==> src/rtl/mp_reg_file.sv <==
// Two-read/one-write register file with a self-timed clear engine that zeroes every word.
// Latency: reads return one cycle after rd_en_x; a clear occupies exactly DEPTH cycles.
// Backpressure: none; writes issued while busy are discarded and flagged by a one-cycle wr_drop.
module mp_reg_file #(
  parameter int DATA_WIDTH = 8,
  parameter int ADDR_WIDTH = 4
) (
  input  logic                  clk,
  input  logic                  rst_n,
  input  logic                  wr_en,
  input  logic [ADDR_WIDTH-1:0] w_addr,
  input  logic [DATA_WIDTH-1:0] w_data,
  input  logic                  rd_en_a,
  input  logic [ADDR_WIDTH-1:0] r_addr_a,
  input  logic                  rd_en_b,
  input  logic [ADDR_WIDTH-1:0] r_addr_b,
  output logic [DATA_WIDTH-1:0] r_data_a,
  output logic [DATA_WIDTH-1:0] r_data_b,
  input  logic                  clr_req,
  output logic                  busy,
  output logic                  wr_drop
);

  localparam int DEPTH = 2 ** ADDR_WIDTH;

  typedef enum logic {
    IDLE  = 1'b0,
    CLEAR = 1'b1
  } state_t;

  state_t                  state_q, state_d;
  logic [ADDR_WIDTH-1:0]   clr_ptr_q, clr_ptr_d;
  logic                    busy_q, busy_d;
  logic                    wr_drop_q, wr_drop_d;
  logic [DATA_WIDTH-1:0]   r_data_a_q, r_data_a_d;
  logic [DATA_WIDTH-1:0]   r_data_b_q, r_data_b_d;
  logic [DATA_WIDTH-1:0]   mem_q [DEPTH];

  logic                    in_clear;
  logic                    mem_we;
  logic [ADDR_WIDTH-1:0]   mem_waddr;
  logic [DATA_WIDTH-1:0]   mem_wdata;

  assign in_clear = (state_q == CLEAR);

  // Next-state logic: IDLE waits for clr_req; CLEAR walks clr_ptr across every word once.
  always_comb begin
    state_d   = state_q;
    clr_ptr_d = clr_ptr_q;
    case (state_q)
      IDLE: begin
        if (clr_req) begin
          state_d   = CLEAR;
          clr_ptr_d = '0;
        end
      end
      CLEAR: begin
        // Natural wrap of the ADDR_WIDTH-bit pointer gives the modulo-DEPTH increment.
        clr_ptr_d = clr_ptr_q + ADDR_WIDTH'(1);
        if (clr_ptr_q == ADDR_WIDTH'(DEPTH - 1)) begin
          state_d = IDLE;
        end
      end
      default: begin
        state_d   = CLEAR;
        clr_ptr_d = '0;
      end
    endcase
    busy_d = (state_d == CLEAR);
  end

  // Single array write port shared by the clear engine and user writes; clear has priority.
  always_comb begin
    mem_we    = in_clear | wr_en;
    mem_waddr = in_clear ? clr_ptr_q : w_addr;
    mem_wdata = in_clear ? '0 : w_data;
    wr_drop_d = in_clear & wr_en;
  end

  // Read ports: hold when disabled, zero during clear, forward same-cycle write data in IDLE.
  always_comb begin
    r_data_a_d = r_data_a_q;
    r_data_b_d = r_data_b_q;
    if (rd_en_a) begin
      if (in_clear) begin
        r_data_a_d = '0;
      end else if (wr_en && (r_addr_a == w_addr)) begin
        r_data_a_d = w_data;
      end else begin
        r_data_a_d = mem_q[r_addr_a];
      end
    end
    if (rd_en_b) begin
      if (in_clear) begin
        r_data_b_d = '0;
      end else if (wr_en && (r_addr_b == w_addr)) begin
        r_data_b_d = w_data;
      end else begin
        r_data_b_d = mem_q[r_addr_b];
      end
    end
  end

  // Control and read registers; reset lands in CLEAR so the array is scrubbed after power-up.
  always_ff @(posedge clk or negedge rst_n) begin
    if (!rst_n) begin
      state_q    <= CLEAR;
      clr_ptr_q  <= '0;
      busy_q     <= 1'b1;
      wr_drop_q  <= 1'b0;
      r_data_a_q <= '0;
      r_data_b_q <= '0;
    end else begin
      state_q    <= state_d;
      clr_ptr_q  <= clr_ptr_d;
      busy_q     <= busy_d;
      wr_drop_q  <= wr_drop_d;
      r_data_a_q <= r_data_a_d;
      r_data_b_q <= r_data_b_d;
    end
  end

  // Storage array is not reset; the post-reset clear sweep initialises it.
  always_ff @(posedge clk) begin
    if (mem_we) begin
      mem_q[mem_waddr] <= mem_wdata;
    end
  end

  assign r_data_a = r_data_a_q;
  assign r_data_b = r_data_b_q;
  assign busy     = busy_q;
  assign wr_drop  = wr_drop_q;

endmodule
==> config.mk <==
export PLATFORM = sky130hd
export DESIGN_NAME = mp_reg_file
export DESIGN_NICKNAME = d
export VERILOG_FILES = /design/src/rtl/mp_reg_file.sv
export SDC_FILE = /design/constraint.sdc
export NUM_CORES = 1
export LEC_CHECK = 0
export BUFFER_PORTS_ARGS = -buffer_cell sky130_fd_sc_hd__buf_2
export CAP_MARGIN = 10
export CORE_UTILIZATION = 66
export CTS_CLUSTER_DIAMETER = 120
export DETAILED_ROUTE_END_ITERATION = 12
export PLACE_DENSITY = 0.91
export SYNTH_ARGS = -nofsm -noshare
export SYNTH_HDL_FRONTEND = slang
export SYNTH_SLANG_ARGS = --single-unit
export TNS_END_PERCENT = 100
==> constraint.sdc <==
create_clock -name clk -period 3.6 [get_ports clk]
set_input_delay 0.54 -clock clk [delete_from_list [all_inputs] [get_ports clk]]
set_output_delay 0.54 -clock clk [all_outputs]
set_load 0.05 [all_outputs]
==> results of run 1 <==
-- per-layer routing --
metal | wire [um] | part of all wire (%) | vias to the layer above
met5 | 0 | 0 | -
met4 | 1140 | 5.8 | 0
met3 | 2910 | 15 | 112
met2 | 9330 | 47 | 505
met1 | 6350 | 32 | 2303
li1 | - | - | 1796
-- synth_stat cells, types with 3 or more instances --
cell	instances	area, um2
xor2_1	7	61.3
buf_4	4	30.0
mux4_1	23	604
a31oi_1	6	37.5
nor2_1	22	82.6
edfxtp_1	128	3840
dfrtp_1	21	526
a221o_1	16	160
and2b_1	10	75.1
nand2b_1	3	18.8
buf_2	6	30.0
and2_1	3	18.8
clkbuf_1	6	22.5
buf_12	4	80.1
nand2_1	22	82.6
nor2b_1	18	113
xnor2_1	3	26.3
mux4_2	41	923
clkdlybuf4s25_2	6	60.1
a22oi_1	32	240
-- kinds of logic (layout without fill, tap and decap cells) --
| group | Yosys count | in the layout | synth area share, % |
|---|---|---|---|
| buffers and inverters | 32 | 82 | 3.62 |
| AND/OR/NAND/NOR | 89 | 89 | 6.53 |
| XOR/XNOR | 10 | 10 | 1.21 |
| flip-flops | 150 | 150 | 60.5 |
| AO/OA/AOI/OAI | 63 | 63 | 6.96 |
| adder cells (fa/ha/maj) | 1 | 1 | 0.172 |
| multiplexers | 64 | 64 | 21.0 |
-- area by class of cell --
| class | instances | area [um2] | area share, % |
|---|---|---|---|
| Clock buffer | 18 | 418 | 5.20 |
| Clock inverter | 14 | 170 | 2.12 |
| Inverter | 2 | 7.51 | 0.0934 |
| Multi-Input combinational cell | 227 | 2610 | 32.4 |
| Sequential cell | 150 | 4400 | 54.7 |
| Tap cell | 136 | 170 | 2.12 |
| Timing Repair Buffer | 48 | 268 | 3.33 |
-- layout by cell type, fill, tap and decap left out, types with 7 or more instances in the layout --
| master | n |
|---|---|
| nand2_1 | 22 |
| xor2_1 | 7 |
| a221o_1 | 16 |
| a22oi_1 | 32 |
| edfxtp_1 | 128 |
| buf_2 | 43 |
| dfrtp_1 | 21 |
| clkbuf_16 | 16 |
| nor2b_1 | 18 |
| and2b_1 | 10 |
| mux4_2 | 41 |
| nor2_1 | 22 |
| mux4_1 | 23 |
-- final timing paths --
kind                                            end               startpoint  depth (start not counted)  slack [ps]
min in group asynchronous         wr_drop$_DFF_PN0_                    rst_n                          2         530
setup / recovery             mem_q[12][1]$_DFFE_PP_           busy$_DFF_PN1_                          3         830
hold / removal             clr_ptr_q[2]$_DFFE_PN0P_                  clr_req                          2         230
setup reg to reg             mem_q[12][1]$_DFFE_PP_           busy$_DFF_PN1_                          3         830
max in group asynchronous   r_data_a[1]$_DFFE_PN0P_                    rst_n                          2        2680
hold reg to reg             r_data_a[0]$_DFFE_PN0P_  r_data_a[0]$_DFFE_PN0P_                          2         610
-- metrics by stage --
stage / std cells / util [%]
global route: 595 / 76.5
global placement: 561 / 70.7
detailed placement: 561 / 70.7
CTS: 594 / 76.4
floorplan: 409 / -
finish: 595 / 76.5
-- report_power, final --
group | switching, uW | internal [uW] | total (uW)
Clock | 734 | 1060 | 1800
Combinational | 824 | 435 | 1260
Sequential | 265 | 2380 | 2650
-- repair_timing --
action / in CTS / in global routing
hold buffers: 1 / 0
endpoints found under the hold margin: 11 / 0
resized for setup: 0 / 0
-- sequential cells by signal, indices dropped and copies added (netlist names) --
signal and flops:
mem_q 128, clr_ptr_q 4, r_data_b 8, busy 1, r_data_a 8, wr_drop 1
==> summary.md, run 1 <==
| Metric | Value |
|---|---|
| Most Used Layer, Global Route | met2 |
| Slew Viols, Final | 0 |
| WP buf/inv | 0 |
| Rows | 37 |
| DRT antenna net count | 0 |
| Synthesized cell area | 7270 um2 |
| Worst-path clk slew | 60 ps |
| Clock buffer count from CTS | 17 |
| # IOs | 44 |
| Family with the most delay on the worst path | simple AND/OR/NAND/NOR gates |
| GRT met1 Usage | 48.4% |
| CP Capture Type | flop |
| Synthesis-to-layout area growth | 10.6% |
| Worst EP arrival | ~3000 ps |
| Die Y | 107 um |
| Seq/Total Area, Yosys | about three fifths |
| Min-delay worst type | in2reg |
| CP max FO | 36 |
| Status | complete, no violations |
| Drt initial violations | roughly 660 |
| RD Place Congestion | 0.944 |
| IO Port Bufs | 43 |
| Worst IR Drop VDD | 0.578 mV |
| Synthesized net count | ~440 |
| Fmax | 361 MHz |
| FILL cells | roughly 510 |
| Clock root cell | clkbuf_8 |
| Number of synthesized register bits | 150 |
| Place WS | 635 ps |
| Gr ovfl total | 0 |
| First-pass GRT wire length | 29.4 mm |
| Fraction of layout cells with a size suffix above 1 | 25.7% |
| FFs w/ async S/R, synth | 14.7% |
| Initial antenna violation count | 0 |
| Sum Neg Setup Slack | 0 ps |
| Leakage power | 0.00295 uW |
| Pwr dens | 710 nW/um2 |
| Ys flop type | edfxtp_1 |
| Setup Skew | between 9 and 10 ps |
| Fin Hold WS | 230 ps |
| Largest stage delay, worst path | 990 ps |
| Syn Inst Count | roughly 400 |
| Setup Viol. Count Final | 0 |
| Initial core utilization | 69.1% |
| Die Wd | 107 um |
| Area post-placement | approximately 7400 um2 |
| Core Box Area | 10500 um2 |
| Clock tree buffer depth | 2 |
| Met3 usage | 10.6% |
| Final hold vios | 0 |
| NumNets Final | 473 |
| Vias in the first global route | approximately 4.7k |
| GRT Overall Usage | around 38% |
| Routed WL | 19.7 mm |
| Post-Layout Inst Area | 8040 um2 |
| TritonRoute pass-1 iters | 8 |
| PnR worst setup slack | between 800 and 900 ps |
| Number of remaining DRC errors | 0 |
| Worst path cell trace | nand2b_1 -> o32a_1 -> nor2_1 |
| Least-Margin Pin Slew | 1300 ps |
| Vias after detailed routing | about 4.7k |
| Post-CTS Repair Setup Buffers | 0 |
| Mean Syn Cell Area | 17.8 um2 |
| Netlist cell types | 38 |
| Kind of critical path | reg2reg |
| Placed wire-length estimate | 11.7 mm |
| CTS sink cnt | 150 |
| Final period util | 76.9% |
| Slew HR | between 10% and 20% |
| Max Cap Viol | 0 |
| Final total power | 5700 uW |
| Min cycle time layout | 2770 ps |
| Post-synth EDFFs | 128 |
| Antenna Cells | 0 |
| CP Data Required Time | 3760 ps |
| Die area | 11400 um2 |
| Post-DR wirelength/cell | approximately 33 um |
| Max H-tree Level | 4 |
| Via density | 7.93 |
| Met2 GRT Util | between 50% and 60% |
| Synth warnings | 0 |
| RSZ-0062 raised after global routing | no |
| Worst skew pair latency | 540 ps |
| CTS tree | built |
| Critical path launch point type | flop |
| Pin count of the biggest net entering global routing | 37 |
| Worst path slowest cell | dfstp_2 |
No activity file was read; power rests on OpenSTA's default activity.
==> inputs of run 2 (changes only) <==
CORE_UTILIZATION = 55   (was 66)
PLACE_DENSITY = 0.81   (was 0.91)
clock period = 2.39 ns   (was 3.6 ns; I/O delays follow)
==> summary.md, run 2 (same netlist as run 1, synthesis figures left out) <==
| Metric | Value |
|---|---|
| Vias after detailed routing | 4553 (was 4716) |
| CTS tree | built (unchanged) |
| Internal Power | 5740 uW (was 3880 uW) |
| CTS sink cnt | 150 (unchanged) |
| Min cycle time layout | 2200 ps (was 2770 ps) |
| # hold bufs at CTS | 1 (unchanged) |
| DRT antenna net count | 0 (unchanged) |
| CP Capture Type | flop (unchanged) |
| Clock root cell | clkbuf_16 (was clkbuf_8) |
| Hold path depth | 2 (unchanged) |
| R2r setup slk | 190 ps (was 830 ps) |
| Seq pwr share | 46.6% (was 46.4%) |
| Family with the most delay on the worst path | simple AND/OR/NAND/NOR gates (unchanged) |
| Least-Margin Pin Slew | 1240 ps (was 1300 ps) |
| Hold path startpoint | clr_req (unchanged) |
| Net switching power | 2620 uW (was 1820 uW) |
| Clock buffer count from CTS | 17 (unchanged) |
| Setup Viol. Count Final | 0 (unchanged) |
| Slew HR | 17.4% (was 12.6%) |
| Leakage power | 0.00300 uW (was 0.00295 uW) |
| Worst skew pair latency | 430 ps (was 540 ps) |
| FILL cells | 820 (was 507) |
| Max Cap Viol | 0 (unchanged) |
| Vias in the first global route | 4521 (was 4742) |
| Worst R2R Start | busy$_DFF_PN1_ (unchanged) |
| Post-Layout Inst Area | 8190 um2 (was 8040 um2) |
| Core Box Area | 12800 um2 (was 10500 um2) |
| Max reg flops | 128 (unchanged) |
| NumNets Final | 487 (was 473) |
| Post-CTS Repair Setup Buffers | 0 (unchanged) |
| CP Data Required Time | 2430 ps (was 3760 ps) |
| Final hold vios | 0 (unchanged) |
| CP max FO | 15 (was 36) |
| Most frequent cells in the layout | edfxtp_1, buf_2, mux4_2 (unchanged) |
| Fraction of layout cells with a size suffix above 1 | 27.7% (was 25.7%) |
| Antenna Cells | 0 (unchanged) |
| RSZ-0062 raised after global routing | no (unchanged) |
| Slew Viols, Final | 0 (unchanged) |
| Worst reg2reg endpoint | mem_q[3][2]$_DFFE_PP_ (was mem_q[12][1]$_DFFE_PP_) |
| Sum Neg Setup Slack | 0 ps (unchanged) |
| Clock tree buffer depth | 2 (unchanged) |
| Placed wire-length estimate | 11.7 mm (about the same) |
| Number of remaining DRC errors | 0 (unchanged) |
| Fin Hold WS | 180 ps (was 230 ps) |
| Area post-placement | 7630 um2 (was 7430 um2) |
| Hold Path End | clr_ptr_q[2]$_DFFE_PN0P_ (unchanged) |
| Worst-path clk slew | 60 ps (about the same) |
| Kind of critical path | reg2reg (unchanged) |
| CP Depth | 2 (was 3) |
| Critical path launch point type | flop (unchanged) |
| Clock Power Share | 29.6% (was 31.5%) |
| Comb power frac | 23.8% (was 22.1%) |
| Status | complete, no violations (unchanged) |
| Placed cells | 611 (was 561) |
| Routed WL | 18.3 mm (was 19.7 mm) |
| # IOs | 44 (unchanged) |
| Fmax | 454 MHz (was 361 MHz) |
| Rows | 41 (was 37) |
| Largest stage delay, worst path | 870 ps (was 990 ps) |
| Largest register by flop count | mem_q (unchanged) |
| Fin util | 64.1% (was 76.5%) |
| Post-DR wirelength/cell | 28.3 um (was 33.2 um) |
| First-pass GRT wire length | 27.4 mm (was 29.4 mm) |
| Commonest non-fill, non-tap cell in the layout | edfxtp_1 (unchanged) |
| Setup Skew | 9.58 ps (was 9.02 ps) |
| TritonRoute pass-1 iters | 5 (was 8) |
| Post-cts sizing count | 0 (unchanged) |
| Synthesis-to-layout area growth | 12.7% (was 10.6%) |
| Initial core utilization | 56.9% (was 69.1%) |
| Pin count of the biggest net entering global routing | 34 (was 37) |
| Max H-tree Level | 4 (unchanged) |
| Switching part of the total | 31.4% (was 31.9%) |
| Reg2Reg Depth | 2 (was 3) |
| GRT Overall Usage | 29.3% (was 37.5%) |
| IO Port Bufs | 43 (unchanged) |
| RD Place Congestion | 0.941 (was 0.944) |
| WP buf/inv | 0 (unchanged) |
| Gr ovfl total | 0 (unchanged) |
| Drt initial violations | 689 (was 662) |
| Worst path cell trace | a31oi_1 -> nor2_1 (was nand2b_1 -> o32a_1 -> nor2_1) |
| Die Y | 117 um (was 107 um) |
| Final period util | 92.2% (was 76.9%) |
| Die area | 13700 um2 (was 11400 um2) |
| Worst IR Drop VDD | 0.619 mV (was 0.578 mV) |
| Via density | 7.06 (was 7.93) |
| Die Wd | 117 um (was 107 um) |
| Final std cells w/o fill | 645 (was 595) |
| Worst path slowest cell | nor2_1 (was dfstp_2) |
| Pwr dens | 1020 nW/um2 (was 710 nW/um2) |
| Initial antenna violation count | 0 (unchanged) |
| Worst EP arrival | 2240 ps (was 2920 ps) |
| Min-delay worst type | in2reg (unchanged) |
run 2: changes by cell type in the layout (fill, tap and decap cells not counted), sizes merged:
cell / previous run / this run
bufinv: 3 / 1
buf: 47 / 61
inv: 8 / 3
clkbuf: 18 / 21
clkinvlp: 2 / 6
run 2: worst reg2reg max path: stages, from the launching register on:
cell and delay, ps:
dfstp_2 680, a31oi_1 280, nor2_1 870
run 2: cell type report:
class | instances | area, um2 | share of cell area, %
clock buffer | 21 | 440 | 5.38
clock inverter | 11 | 103 | 1.25
inverter | 2 | 7.51 | 0.0916
multi-input combinational | 227 | 2610 | 31.8
sequential | 150 | 4400 | 53.7
tap | 172 | 215 | 2.63
timing repair buffer | 62 | 423 | 5.16
run 2: worst max path at each step:
stage	from	to
after detailed placement	r_addr_a[0]	r_data_a[5]$_DFFE_PN0P_
after floorplan	busy$_DFF_PN1_	mem_q[5][0]$_DFFE_PP_
after CTS	busy$_DFF_PN1_	mem_q[2][2]$_DFFE_PP_
after global routing	busy$_DFF_PN1_	mem_q[3][0]$_DFFE_PP_
final	busy$_DFF_PN1_	mem_q[3][2]$_DFFE_PP_
after global placement	r_addr_a[0]	r_data_a[5]$_DFFE_PN0P_
run 2: power groups by stage:
| stage | logic [uW] | registers (uW) | clock network, uW |
|---|---|---|---|
| final | 1990 | 3900 | 2470 |
| after global routing | 2100 | 3950 | 2580 |
| after CTS | 1960 | 3890 | 2480 |
| after detailed placement | 1930 | 3920 | 0 |
| after global placement | 1870 | 3860 | 0 |
| after floorplan | 1190 | 3950 | 0 |
run 2: metal layers:
layer  wire (um)  GRT usage [%]
met3        2080           8.34
met2        8570           43.9
met1        6800           38.5
met4         830           17.6
met5           0              0
run 2: per-stage QoR:
| step | setup slack, ps | power, uW |
|---|---|---|
| 3_5_place_dp | 138 | 5850 |
| 4_1_cts | 222 | 8330 |
| 5_1_grt | 122 | 8630 |
| 3_3_place_gp | 154 | 5740 |
| 2_1_floorplan | 316 | 5140 |
| 6_report | 186 | 8360 |
==> inputs of run 3 (changes only) <==
clock period = 1.93 ns   (was 2.39 ns; I/O delays follow)
==> summary.md, run 3 (same netlist as run 1, synthesis figures left out) <==
| Metric | Value |
|---|---|
| Status | complete, but fails checks (was complete, no violations) |
| Violated checks | negative setup slack |
| IO Port Bufs | 43 (unchanged) |
| Gr ovfl total | 0 (unchanged) |
| Via density | 6.93 (was 7.06) |
| Area of the multi-input gates | 2680 um2 (was 2610 um2) |
| Vias after detailed routing | 4755 (was 4553) |
| First-pass GRT wire length | 29.2 mm (was 27.4 mm) |
| Initial antenna violation count | 0 (unchanged) |
| Clock root cell | clkbuf_16 (unchanged) |
| Setup Viol. Count Final | 35 (was 0) |
| CP Capture Type | flop (unchanged) |
| Net switching power | 3480 uW (was 2620 uW) |
| Reg2Reg Depth | 6 (was 2) |
| Slew Viols, Final | 0 (unchanged) |
| Largest register by flop count | mem_q (unchanged) |
| Fin util | 68.8% (was 64.1%) |
| Vias in the first global route | 4867 (was 4521) |
| CP most frequent cell | buf_4 |
| Critical path launch point type | flop (unchanged) |
| CTS sink cnt | 150 (unchanged) |
| Worst path cell trace | buf_4 -> nand2b_1 -> buf_4 -> o32a_1 -> nor2_2 -> buf_12 (was a31oi_1 -> nor2_1) |
| NumNets Final | 528 (was 487) |
| Routed WL | 19.9 mm (was 18.3 mm) |
| Drt initial violations | 584 (was 689) |
| Pwr dens | 1320 nW/um2 (was 1020 nW/um2) |
| Rows | 41 (unchanged) |
| Worst path slowest cell | dfstp_2 (was nor2_1) |
| Antenna Cells | 0 (unchanged) |
| RSZ-0062 raised after global routing | yes (was no) |
| # IOs | 44 (unchanged) |
| Max reg flops | 128 (unchanged) |
| Setup Skew | 7.15 ps (was 9.58 ps) |
| Core Box Area | 12800 um2 (unchanged) |
| Least-Margin Pin Slew | 699 ps (was 1240 ps) |
| RD Place Congestion | 0.870 (was 0.941) |
| Hold path startpoint | clr_req (unchanged) |
| Clock buffer count from CTS | 17 (unchanged) |
| Max H-tree Level | 4 (unchanged) |
| TritonRoute pass-1 iters | 6 (was 5) |
| CP Depth | 6 (was 2) |
| Most frequent cells in the layout | edfxtp_1, buf_4, buf_2 (was edfxtp_1, buf_2, mux4_2) |
| R2r setup slk | -40 ps (was 190 ps) |
| Largest stage delay, worst path | 650 ps (was 870 ps) |
| Worst-path clk slew | 60 ps (about the same) |
| Min-delay worst type | in2reg (unchanged) |
| Die Wd | 117 um (unchanged) |
| Switching part of the total | 30.0% (was 31.4%) |
| Final period util | 102% (was 92.2%) |
| Worst skew pair latency | 420 ps (was 430 ps) |
| Commonest non-fill, non-tap cell in the layout | edfxtp_1 (unchanged) |
| Kind of critical path | reg2reg (unchanged) |
| GRT Overall Usage | 31.3% (was 29.3%) |
| DRT antenna net count | 0 (unchanged) |
| FILL cells | 770 (was 820) |
| Die area | 13700 um2 (unchanged) |
| Family with the most delay on the worst path | flip-flops (was simple AND/OR/NAND/NOR gates) |
| Initial core utilization | 56.9% (unchanged) |
| Die Y | 117 um (unchanged) |
| CTS tree | built (unchanged) |
| CP startpoint | busy$_DFF_PN1_ (unchanged) |
| Seq pwr share | 41.4% (was 46.6%) |
| Worst EP arrival | 2100 ps (was 2240 ps) |
| Placed wire-length estimate | 12.3 mm (was 11.7 mm) |
| Worst reg2reg endpoint | mem_q[4][1]$_DFFE_PP_ (was mem_q[3][2]$_DFFE_PP_) |
| Clock Power Share | 32.0% (was 29.6%) |
| Critical path destination | mem_q[4][1]$_DFFE_PP_ (was mem_q[3][2]$_DFFE_PP_) |
| Register area | 4400 um2 (unchanged) |
| Pin count of the biggest net entering global routing | 23 (was 34) |
| Sum Neg Setup Slack | -804 ps (was 0 ps) |
| Slew HR | 53.3% (was 17.4%) |
| Fraction of layout cells with a size suffix above 1 | 37.5% (was 27.7%) |
| Max Cap Viol | 0 (unchanged) |
| CP max FO | 11 (was 15) |
| Place WS | -205 ps (was 138 ps) |
| Post-DR wirelength/cell | 28.9 um (was 28.3 um) |
| Fmax | 508 MHz (was 454 MHz) |
| PnR worst setup slack | -39.9 ps (was 186 ps) |
| Worst IR Drop VDD | 1.22 mV (was 0.619 mV) |
| Synthesis-to-layout area growth | 20.9% (was 12.7%) |
| WP buf/inv | 3 (was 0) |
| Min cycle time layout | 1970 ps (was 2200 ps) |
| Leakage power | 0.00331 uW (was 0.00300 uW) |
| Comb power frac | 26.6% (was 23.8%) |
| Worst R2R Start | busy$_DFF_PN1_ (unchanged) |
| Clock tree buffer depth | 2 (unchanged) |
| CP Data Required Time | 2060 ps (was 2430 ps) |
| Final hold vios | 0 (unchanged) |
| Number of remaining DRC errors | 0 (unchanged) |
| Internal Power | 8140 uW (was 5740 uW) |
==> run 3: per-stage QoR <==
stage | instances | total power, uW | hold WS, ps | area, um2
5_1_grt | 686 | 11900 | 84.8 | 8780
3_5_place_dp | 650 | 7710 | 317 | 8040
2_1_floorplan | 409 | 6430 | -6.09 | 7290
4_1_cts | 685 | 11500 | 80.2 | 8750
3_3_place_gp | 650 | 7560 | 308 | 8040
6_report | 686 | 11600 | 94.5 | 8780
==> run 3: area by class of cell <==
class,instances,share of cell area (%)
Inverter,2,0.0855
Multi-Input combinational cell,227,30.5
Tap cell,172,2.45
Clock buffer,18,4.89
Clock inverter,14,2.62
Sequential cell,150,50.0
Timing Repair Buffer,103,9.40
==> run 3: power by group through the flow <==
stage | logic (uW) | registers [uW] | clock network (uW)
after floorplan | 1550 | 4890 | 0
after global placement | 2810 | 4750 | 0
after CTS | 2990 | 4790 | 3750
after detailed placement | 2890 | 4820 | 0
after global routing | 3230 | 4850 | 3860
final | 3090 | 4810 | 3720
==> run 3: what timing repair did <==
action                                  CTS  global route
hold buffers                              1             0
resized for setup                         9             6
hold endpoints to repair                 21             0
pin swaps                                 0             1
endpoints found under the setup margin   55            87
setup buffers                             2             1
==> run 3: worst min-delay path by stage <==
stage                                    end  slack, ps  cells after the start
floorplan           clr_ptr_q[0]$_DFFE_PN0P_         -6                      0
global placement    clr_ptr_q[3]$_DFFE_PN0P_        310                      1
finish              clr_ptr_q[1]$_DFFE_PN0P_         90                      2
CTS                 clr_ptr_q[1]$_DFFE_PN0P_         80                      2
global route        clr_ptr_q[1]$_DFFE_PN0P_         80                      2
detailed placement  clr_ptr_q[3]$_DFFE_PN0P_        320                      1
==> run 3: per-layer routing <==
| layer | GRT usage (%) | up-vias | part of all wire [%] |
|---|---|---|---|
| li1 | - | 1902 | - |
| met1 | 38.2 | 2379 | 34 |
| met2 | 50.5 | 373 | 49 |
| met3 | 9.68 | 101 | 11 |
| met4 | 16.8 | 0 | 5.1 |
| met5 | 0 | - | 0 |
